**src/rtl/atc_de.sv**
```systemverilog
// ATC D->E pipeline register with tnew countdown during holds.
// Bubbles on DEclr, holds on !en, and never forwards to register 0.
module atc_de (
    input  logic        clk,
    input  logic        rst,
    input  logic        en,
    input  logic        DEclr,
    input  logic [4:0]  ra1D,
    input  logic [4:0]  ra2D,
    input  logic [4:0]  waD,
    input  logic [2:0]  resD,
    input  logic [1:0]  tnewD,
    input  logic [4:0]  excD,
    input  logic        bdD,
    input  logic [31:0] pcD,
    output logic [4:0]  ra1E,
    output logic [4:0]  ra2E,
    output logic [4:0]  waE,
    output logic [2:0]  resE,
    output logic [1:0]  tnewE,
    output logic [1:0]  tnewM,
    output logic [4:0]  excE,
    output logic        bdE,
    output logic [31:0] pcE,
    output logic        validE
);

    logic [1:0] tnew_dec;
    logic       wb_ok;

    // Saturating countdown shared by the hold path and the M-stage hand-off
    always_comb begin
        tnew_dec = 2'd0;
        if (tnewE != 2'd0)
            tnew_dec = tnewE - 2'd1;
    end

    assign tnewM = tnew_dec;

    // Only a non-excepting instruction with a real nonzero target writes back
    assign wb_ok = (excD == 5'd0) && (resD != 3'd0) && (waD != 5'd0);

    // Stage register: bubble beats hold beats load
    always_ff @(posedge clk or negedge rst) begin
        if (!rst) begin
            ra1E   <= 5'd0;
            ra2E   <= 5'd0;
            waE    <= 5'd0;
            resE   <= 3'd0;
            tnewE  <= 2'd0;
            excE   <= 5'd0;
            bdE    <= 1'b0;
            pcE    <= 32'd0;
            validE <= 1'b0;
        end else if (DEclr) begin
            ra1E   <= 5'd0;
            ra2E   <= 5'd0;
            waE    <= 5'd0;
            resE   <= 3'd0;
            tnewE  <= 2'd0;
            excE   <= 5'd0;
            bdE    <= 1'b0;
            pcE    <= pcD;
            validE <= 1'b0;
        end else if (!en) begin
            tnewE  <= tnew_dec;
        end else begin
            ra1E   <= ra1D;
            ra2E   <= ra2D;
            waE    <= wb_ok ? waD : 5'd0;
            resE   <= wb_ok ? resD : 3'd0;
            tnewE  <= tnewD;
            excE   <= excD;
            bdE    <= bdD;
            pcE    <= pcD;
            validE <= 1'b1;
        end
    end

endmodule

```
**config.mk**
```make
export PLATFORM = sky130hd
export DESIGN_NAME = atc_de
export DESIGN_NICKNAME = d
export VERILOG_FILES = /design/src/rtl/atc_de.sv
export SDC_FILE = /design/constraint.sdc
export NUM_CORES = 1
export LEC_CHECK = 0
export CELL_PAD_IN_SITES_DETAIL_PLACEMENT = 1
export CELL_PAD_IN_SITES_GLOBAL_PLACEMENT = 2
export CORE_MARGIN = 2
export CORE_UTILIZATION = 26
export CTS_BUF_LIST = sky130_fd_sc_hd__clkbuf_16
export CTS_CLUSTER_SIZE = 30
export DETAILED_ROUTE_END_ITERATION = 12
export PLACE_DENSITY_LB_ADDON = 0.1
export SETUP_SLACK_MARGIN = 0.5
export SLEW_MARGIN = 0
export SYNTH_ARGS = -nofsm -noshare
export SYNTH_HDL_FRONTEND = slang
export SYNTH_SLANG_ARGS = --single-unit
```
**constraint.sdc**
```tcl
create_clock -name clk -period 1.38 [get_ports clk]
set_input_delay 0.138 -clock clk [delete_from_list [all_inputs] [get_ports clk]]
set_output_delay 0.138 -clock clk [all_outputs]
set_load 0.005 [all_outputs]
```
==> flow_metrics.tcl, run 1 <==
set metrics [dict create \
    grt_max_degree 60 \
    yosysUniqueCellTypes 17 \
    via_count 1891 \
    outcome "finished clean" \
    critPathRequiredTime_ns 1.24 \
    numCtsBuffers 9 \
    min_period_over_period_pct 86.9 \
    whs_ns 0.0774 \
    ant_nets 0 \
    io_buffers 122 \
    path_class "reg -> out" \
    wirelength_mm 6.70 \
    routabilityCongestion 0.691 \
    cellLeakagePower_nw 2.04 \
    cts_sinks 59 \
    cts_tree "built" \
    rsz0062_at_grt "yes" \
    synth-xor-area-share_pct 0 \
    fin_nets 385 \
    synth.area.top_cells "dfrtp_1 (65%), mux2_2 (16%), mux2i_1 (7.5%)" \
    drive_gt1_share_pct 48.0 \
    clk_pin_slew_ns 0.05 \
    ys_seq_area_share_pct 64.8 \
    core_area_um2 8590 \
    die-height_um 97.6 \
    instances_no_fill 435 \
    io_pins 123 \
    hpwl_mm 4.34 \
    finalClockSkew_ns 0.000159 \
    die_x_um 97.6 \
    syn_area_um2 2280 \
    fillers 906 \
    synth_cells 156 \
    drv_slew 0 \
    via_per_inst 4.35 \
    synth_top_area_share_pct 64.8 \
    finalCriticalPeriod_ns 1.20 \
    drt_iter0_markers 12 \
    powerDensity_nw_per_um2 1090 \
    synth_top_family_by_area "multiplexers" \
    design_power_total_mw 4.46 \
    grt_first_pass_wirelength_mm 11.0 \
    overflow 0 \
    fp.dieArea_um2 9530 \
    root_buffer "clkbuf_16" \
    slew_headroom_pct 76.4 \
    irDropWorstVdd_mv 0.542 \
    crit_path_max_incr_delay_ns 0.39 \
    rows 34 \
    synth-compound-area-share_pct 3.95 \
    syn_to_final_growth_pct 79.1 \
    clock_path_buffers 2 \
    maxCapViolCount 0 \
    hp-class "in -> reg" \
    critPathLaunchType "flop" \
    arrival_ns 1.06 \
    synthMuxAreaShare_pct 23.3 \
    cp-end-kind "output pin" \
    dp_cells 390 \
    dr.pass1.iters 3 \
    syn_nets 218 \
    fmax_mhz 834 \
    route.detailed.drc 0 \
    initial_core_util_pct 26.5 \
    hold_viol 0 \
    critical_path.max_fanout 2 \
    wire_per_inst_um 15.4 \
    grt_usage_pct 14.7 \
    antenna_cells 0 \
    cp_cell_sequence "buf_6 -> nor2b_4 -> buf_2" \
    setup_viol 0 \
    cp_slowest_cell "dfrtp_1" \
    tightest_slew_ns 0.351 \
    grt_pass1_vias 2026 \
    ctsHtreeMaxLevel 3 \
    yosysWarnings 0 \
    synth_top_area_cell "dfrtp_1" \
    synth_seq_cells 59 \
    clock_latency_ns 0.31 \
    synth.avg_cell_area_um2 14.6 \
    synthAdderAreaFrac_pct 0 \
    antenna_found_initial 0 \
    synthSimpleGateAreaFrac_pct 6.70 \
]
through the flow:
step	setup TNS (ns)	setup WS (ns)	utilization [%]	instance area, µm²
6_report	0	0.181	47.5	4080
3_5_place_dp	-10.52	-0.451	43.6	3740
3_3_place_gp	-9.55	-0.389	43.6	3740
4_1_cts	0	0.167	45.9	3950
2_1_floorplan	0	0.115	-	2350
5_1_grt	0	0.132	47.5	4080
cell usage after synthesis:
cell / instances
a2111oi_2: 1
a21oi_1: 1
a22o_1: 8
and2_1: 1
buf_1: 3
clkbuf_1: 5
dfrtp_1: 59
mux2_2: 32
mux2i_1: 17
nand2_1: 1
nand2b_1: 1
nor2_1: 21
nor2b_1: 1
nor3_1: 2
nor4_4: 1
or2_2: 1
or4b_4: 1
kinds of logic after synthesis:
logic type | Yosys count
flip-flops | 59
multiplexers | 49
AND/OR/NAND/NOR | 30
AO/OA/AOI/OAI | 10
buffers and inverters | 8
final cells by class:
class	count	area (µm²)	share of cell area [%]
flip-flops and latches	59	1480	36.2
repair buffers	164	1360	33.4
multi-input cells	89	858	21.0
clock buffers	9	225	5.52
well taps	108	135	3.31
clock inverters	6	25.0	0.613
registers in the layout, summed over array words and instances, names as in the netlist:
name,flops
pcE,32
ra1E,5
bdE,1
validE,1
resE,3
tnewE,2
ra2E,5
excE,5
waE,5
worst paths after layout:
kind	startpoint	endpoint	slack (ns)	depth (start not counted)
worst max register to register	tnewE[1]$_DFF_PN0_	tnewE[0]$_DFF_PN0_	0.34	5
worst min-delay path	excD[4]	excE[4]$_DFFE_PN0P_	0.08	3
max in group asynchronous	rst	pcE[12]$_DFFE_PN0P_	0.75	3
worst max-delay path	tnewE[1]$_DFF_PN0_	tnewM[0]	0.18	3
worst min register to register	validE$_DFFE_PN0P_	validE$_DFFE_PN0P_	0.49	2
min in group asynchronous	rst	pcE[23]$_DFFE_PN0P_	0.36	3
layout by cell type (no fill, tap or decap):
| cell | Yosys | routed |
|---|---|---|
| a2111oi_4 | 0 | 1 |
| a21oi_1 | 1 | 1 |
| a22o_1 | 8 | 8 |
| and2_4 | 0 | 1 |
| buf_12 | 0 | 3 |
| buf_16 | 0 | 2 |
| buf_2 | 0 | 61 |
| buf_4 | 0 | 27 |
| buf_6 | 0 | 12 |
| buf_8 | 0 | 1 |
| clkbuf_16 | 0 | 10 |
| clkdlybuf4s50_1 | 0 | 45 |
| clkinv_1 | 0 | 3 |
| clkinv_2 | 0 | 2 |
| dfrtp_1 | 59 | 59 |
| dlygate4sd2_1 | 0 | 9 |
| dlygate4sd3_1 | 0 | 1 |
| dlymetal6s2s_1 | 0 | 2 |
| inv_1 | 0 | 1 |
| mux2_2 | 32 | 18 |
| mux2_4 | 0 | 14 |
| mux2i_1 | 17 | 17 |
| nand2_1 | 1 | 1 |
| nand2b_1 | 1 | 1 |
| nor2_1 | 21 | 20 |
| nor2_4 | 0 | 1 |
| nor2b_4 | 0 | 1 |
| nor3_1 | 2 | 2 |
| nor4_4 | 1 | 1 |
| or2_4 | 0 | 1 |
| or4b_4 | 1 | 1 |
layer usage:
layer / track usage (%) / up-vias / share of wire [%] / routed length (µm)
li1: - / 886 / - / -
met1: 18.6 / 939 / 43 / 2880
met2: 23.7 / 61 / 50 / 3350
met3: 5.76 / 5 / 6.0 / 400
met4: 3.85 / 0 / 0.97 / 65
met5: 0 / - / 0 / 0
worst max-delay path: cells and delay by family, from the launching register on:
family / cells / cell delay, ns
simple gates: 1 / 0.11
flops: 1 / 0.39
buf+inv: 2 / 0.25
power by group:
group	leakage [nW]	switching (mW)	total [mW]	internal [mW]
Combinational	1.17	0.252	0.698	0.445
Clock	0.129	0.696	1.86	1.17
Sequential	0.736	0.0534	1.90	1.85
Total	2.04	1.00	4.46	3.46
what timing repair did:
item	CTS	global route
gates cloned	2	1
setup buffers	16	10
pin swaps	13	5
hold endpoints to repair	59	0
gates resized for setup	290	12
endpoints found under the setup margin	120	92
hold buffers	1	0
No activity file was read; power rests on OpenSTA's default activity.
==> run 2: changes to the inputs <==
--- a/config.mk
+++ b/config.mk
@@ -10,9 +10,9 @@
 export CORE_MARGIN = 2
 export CORE_UTILIZATION = 26
 export CTS_BUF_LIST = sky130_fd_sc_hd__clkbuf_16
-export CTS_CLUSTER_SIZE = 30
+export CTS_CLUSTER_SIZE = 28
 export DETAILED_ROUTE_END_ITERATION = 12
-export PLACE_DENSITY_LB_ADDON = 0.1
+export PLACE_DENSITY = 0.95
 export SETUP_SLACK_MARGIN = 0.5
 export SLEW_MARGIN = 0
 export SYNTH_ARGS = -nofsm -noshare
==> flow_metrics.tcl, run 2 (same netlist as run 1, synthesis figures left out) <==
set metrics [dict create \
    p_int_mw 3.52 \
    cellLeakagePower_nw 2.12 \
    whs_ns 0.0950 \
    largest_register_ffs 32 \
    routabilityCongestion 0.761 \
    grt_max_degree 60 \
    dr.pass1.iters 3 \
    switching_share_pct 23.1 \
    drt_iter0_markers 33 \
    fp.dieArea_um2 9530 \
    drive_gt1_share_pct 50.3 \
    grt_pass1_vias 2211 \
    irDropWorstVdd_mv 0.521 \
    io_pins 123 \
    power_frac_clock_pct 41.2 \
    wirelength_mm 7.62 \
    fillers 903 \
    grt_usage_pct 15.4 \
    critical_path.max_fanout 3 \
    drv_slew 0 \
    root_buffer "clkbuf_16" \
    outcome "finished clean" \
    via_count 1947 \
    pwr-share-seq_pct 41.7 \
    design_area_um2 4220 \
    finalClockSkew_ns 0.0000403 \
    rows 34 \
    via_per_inst 4.43 \
    tightest_slew_ns 0.350 \
    die_x_um 97.6 \
    final_common_cell "buf_2" \
    arrival_ns 1.02 \
    rsz0062_at_grt "yes" \
    regArea_um2 1480 \
    hpwl_mm 4.83 \
    antenna_cells 0 \
    die-height_um 97.6 \
    io_buffers 122 \
    slew_headroom_pct 76.5 \
    clk_pin_slew_ns 0.05 \
    antenna_found_initial 0 \
    numCtsBuffers 9 \
    core_area_um2 8590 \
    multi_input_area_um2 927 \
    top_register "pcE" \
    pwr-share-comb_pct 17.1 \
    initial_core_util_pct 26.5 \
    wire_per_inst_um 17.3 \
    hold_viol 0 \
    final_cell_mix "buf_2 (63), dfrtp_1 (58), clkdlybuf4s50_1 (52)" \
    finalCriticalPeriod_ns 1.16 \
    powerDensity_nw_per_um2 1080 \
    placed_area_um2 3730 \
    min_period_over_period_pct 84.0 \
    clock_latency_ns 0.32 \
    syn_to_final_growth_pct 85.0 \
    ctsHtreeMaxLevel 3 \
    overflow 0 \
    cp-end-kind "output pin" \
    route.detailed.drc 0 \
    cts_tree "built" \
    power.switching_mw 1.06 \
    path_class "reg -> out" \
    setup_viol 0 \
    critPathLaunchType "flop" \
    ant_nets 0 \
    hp-class "in -> reg" \
    critPathRequiredTime_ns 1.24 \
    clock_path_buffers 2 \
    grt_first_pass_wirelength_mm 11.4 \
    fin_nets 390 \
    maxCapViolCount 0 \
    fmax_mhz 862 \
    cts_sinks 59 \
]
## run 2: changes by cell type in the layout (fill, tap and decap cells not counted), moves of 2 or more
cell             previous run  this run
buf_2                      61        63
buf_6                      12        10
mux2_4                     14        30
clkdlybuf4s50_1            45        52
clkinv_1                    3         1
dlygate4sd2_1               9         2
buf_4                      27        31
mux2_2                     18         2
buf_12                      3         5
## run 2: layout make-up
cell class | count | share of cell area [%]
Clock buffer | 9 | 5.34
Clock inverter | 6 | 0.623
Multi-Input combinational cell | 89 | 22.0
Sequential cell | 59 | 35.0
Tap cell | 108 | 3.20
Timing Repair Buffer | 169 | 33.8
## run 2: critical path, stage by stage, from the launching register on
cell and delay [ns]:
dfrtp_2 0.44, and2_4 0.16, buf_6 0.11
## run 2: final timing paths
path,start,endpoint,slack (ns),cells after the start
worst min-delay path,excD[3],excE[3]$_DFFE_PN0P_,0.09,3
worst max register to register,tnewE[1]$_DFF_PN0_,tnewE[0]$_DFF_PN0_,0.31,5
max in group asynchronous,rst,tnewE[0]$_DFF_PN0_,0.75,3
worst max-delay path,tnewE[0]$_DFF_PN0_,tnewM[1],0.22,2
min in group asynchronous,rst,waE[4]$_DFFE_PN0P_,0.36,3
worst min register to register,pcE[30]$_DFFE_PN0P_,pcE[30]$_DFFE_PN0P_,0.50,1
## run 2: metrics by stage
step	setup slack (ns)	utilization [%]	std cells	TNS, ns	power [mW]
3_5_place_dp	-0.486	43.4	386	-12.10	2.64
5_1_grt	0.194	49.1	440	0	4.79
6_report	0.220	49.1	440	0	4.57
4_1_cts	0.210	46.5	427	0	4.54
2_1_floorplan	0.115	-	156	0	2.13
3_3_place_gp	-0.368	43.4	386	-10.76	2.62
## run 2: layer usage
metal	GRT usage (%)	part of all wire, %
met5	0	0
met4	5.45	1.2
met3	5.68	7.1
met2	26.7	51
met1	17.2	41
## run 2: repair_timing
item	4_1_cts	5_1_grt
hold buffers	1	0
setup endpoints to repair	116	94
setup buffers	23	11
resized for setup	291	25
pin swaps	12	10
cloned	2	2
endpoints found under the hold margin	59	0
## run 2: power by group through the flow
stage               clock network, mW  logic, mW  registers [mW]
detailed placement                  0      0.712            1.93
floorplan                           0      0.196            1.94
finish                           1.89      0.782            1.91
CTS                              1.93      0.707            1.90
global route                     2.03      0.841            1.92
global placement                    0      0.697            1.92
==> run 3: changes to the inputs <==
--- a/config.mk
+++ b/config.mk
@@ -8,11 +8,11 @@
 export CELL_PAD_IN_SITES_DETAIL_PLACEMENT = 1
 export CELL_PAD_IN_SITES_GLOBAL_PLACEMENT = 2
 export CORE_MARGIN = 2
-export CORE_UTILIZATION = 26
+export CORE_UTILIZATION = 24
 export CTS_BUF_LIST = sky130_fd_sc_hd__clkbuf_16
 export CTS_CLUSTER_SIZE = 28
 export DETAILED_ROUTE_END_ITERATION = 12
-export PLACE_DENSITY = 0.95
+export PLACE_DENSITY = 0.91
 export SETUP_SLACK_MARGIN = 0.5
 export SLEW_MARGIN = 0
 export SYNTH_ARGS = -nofsm -noshare
==> constraint.sdc (replaced) <==
create_clock -name clk -period 1.09 [get_ports clk]
set_input_delay 0.109 -clock clk [delete_from_list [all_inputs] [get_ports clk]]
set_output_delay 0.109 -clock clk [all_outputs]
set_load 0.005 [all_outputs]
==> flow_metrics.tcl, run 3 (same netlist as run 1, synthesis figures left out) <==
set metrics [dict create \
    arrival_ns 1.08 \
    routabilityCongestion 0.666 \
    drive_gt1_share_pct 56.3 \
    tightest_slew_ns 0.396 \
    root_buffer "clkbuf_16" \
    cts_sinks 59 \
    power_frac_clock_pct 43.5 \
    design_area_um2 4640 \
    largest_register_ffs 32 \
    cts_tree "built" \
    cellLeakagePower_nw 2.31 \
    syn_to_final_growth_pct 103 \
    hpwl_mm 5.00 \
    fmax_mhz 839 \
    switching_share_pct 23.0 \
    wire_per_inst_um 16.0 \
    drv_slew 0 \
    powerDensity_nw_per_um2 1360 \
    placed_area_um2 3870 \
    fin_ws_ns -0.102 \
    final_cell_mix "buf_2 (60), dfrtp_1 (59), clkdlybuf4s50_1 (48)" \
    finalClockSkew_ns 0.000202 \
    design_power_total_mw 6.31 \
    whs_ns -0.191 \
    numCtsBuffers 9 \
    finalCriticalPeriod_ns 1.19 \
    antenna_found_initial 0 \
    grt_max_degree 31 \
    hp-class "in -> async" \
    drt_iter0_markers 15 \
    critical_path.max_fanout 2 \
    grt_pass1_vias 2324 \
    critPathLaunchType "flop" \
    maxCapViolCount 0 \
    io_pins 123 \
    via_per_inst 4.19 \
    pwr-share-comb_pct 18.2 \
    p_int_mw 4.85 \
    power.switching_mw 1.45 \
    top_register "pcE" \
    die_x_um 101 \
    fp.dieArea_um2 10300 \
    die-height_um 101 \
    clock_latency_ns 0.32 \
    pwr-share-seq_pct 38.3 \
    ant_nets 0 \
    via_count 2043 \
    initial_core_util_pct 24.7 \
    io_buffers 122 \
    outcome "complete, but fails checks" \
    ctsHtreeMaxLevel 3 \
    irDropWorstVdd_mv 0.760 \
    cp-end-kind "output pin" \
    clock_path_buffers 2 \
    antenna_cells 0 \
    rsz0062_at_grt "yes" \
    clk_pin_slew_ns 0.06 \
    violations "hold timing, setup timing" \
    path_class "reg -> out" \
    final_common_cell "buf_2" \
    setup_viol 4 \
    wirelength_mm 7.79 \
    route.detailed.drc 0 \
    core_area_um2 9240 \
    min_period_over_period_pct 109 \
    rows 35 \
    dr.pass1.iters 3 \
    critPathRequiredTime_ns 0.98 \
    slew_headroom_pct 73.6 \
    overflow 0 \
    grt_first_pass_wirelength_mm 12.0 \
    fin_nets 416 \
    hold_viol 59 \
    grt_usage_pct 15.3 \
]
## run 3: cell count changes in the layout (fill, tap and decap cells not counted), moves of 3 or more
cell	before	now
buf_4	31	39
clkdlybuf4s50_1	52	48
buf_2	63	60
buf_8	0	3
dlygate4sd2_1	2	5
buf_12	5	8
nor2_1	20	17
buf_6	10	26
## run 3: critical path, cell delays in order, from the launching register on
cell and delay [ns]:
dfrtp_1 0.39, buf_6 0.13, and2_4 0.13, buf_6 0.11
## run 3: layer usage
metal	GRT usage, %	routed length (µm)	part of all wire, %
met5	0	0	0
met4	4.99	88	1.1
met3	5.38	641	8.2
met2	27.0	3950	51
met1	17.4	3120	40
## run 3: path summary, 6_finish.rpt
| check | start | endpoint | slack, ns | depth (start not counted) |
|---|---|---|---|---|
| worst max-delay path | tnewE[0]$_DFF_PN0_ | tnewM[1] | -0.10 | 3 |
| worst min-delay path | rst | pcE[11]$_DFFE_PN0P_ | -0.19 | 2 |
| worst max register to register | tnewE[1]$_DFF_PN0_ | tnewE[0]$_DFF_PN0_ | 0.01 | 5 |
| worst min register to register | pcE[7]$_DFFE_PN0P_ | pcE[7]$_DFFE_PN0P_ | 0.50 | 1 |
| max in group asynchronous | rst | excE[3]$_DFFE_PN0P_ | 0.98 | 2 |
| min in group clk | excD[3] | excE[3]$_DFFE_PN0P_ | 0.04 | 3 |
## run 3: timing repair
item,4_1_cts,5_1_grt
setup buffers,42,16
pin swaps,12,11
hold endpoints to repair,59,59
gates cloned,3,1
gates resized for setup,300,22
setup endpoints to repair,120,120
## run 3: cell type report
type                            instances  area, µm²
Tap cell                              129        161
Fill cell                             969       4600
Clock buffer                            9        225
Sequential cell                        59       1480
Multi-Input combinational cell         89        958
Timing Repair Buffer                  195       1750
Clock inverter                          7       68.8
## run 3: per-stage QoR
step	worst slack, ns	util [%]	cells	setup TNS [ns]	hold WS, ns
after global routing	-0.141	50.2	488	-0.448	-0.160
after floorplan	-0.146	-	156	-1.09	-0.187
after CTS	-0.0992	47.7	471	-0.242	-0.181
final	-0.102	50.2	488	-0.272	-0.191
after detailed placement	-0.686	41.9	410	-26.27	0.168
after global placement	-0.640	41.9	410	-24.35	0.148
## run 3: power groups by stage
stage / registers (mW) / logic [mW] / clock network, mW
floorplan: 2.46 / 0.321 / 0
global placement: 2.44 / 0.950 / 0
detailed placement: 2.45 / 0.968 / 0
CTS: 2.41 / 1.07 / 2.83
global route: 2.43 / 1.23 / 2.95
finish: 2.42 / 1.15 / 2.75
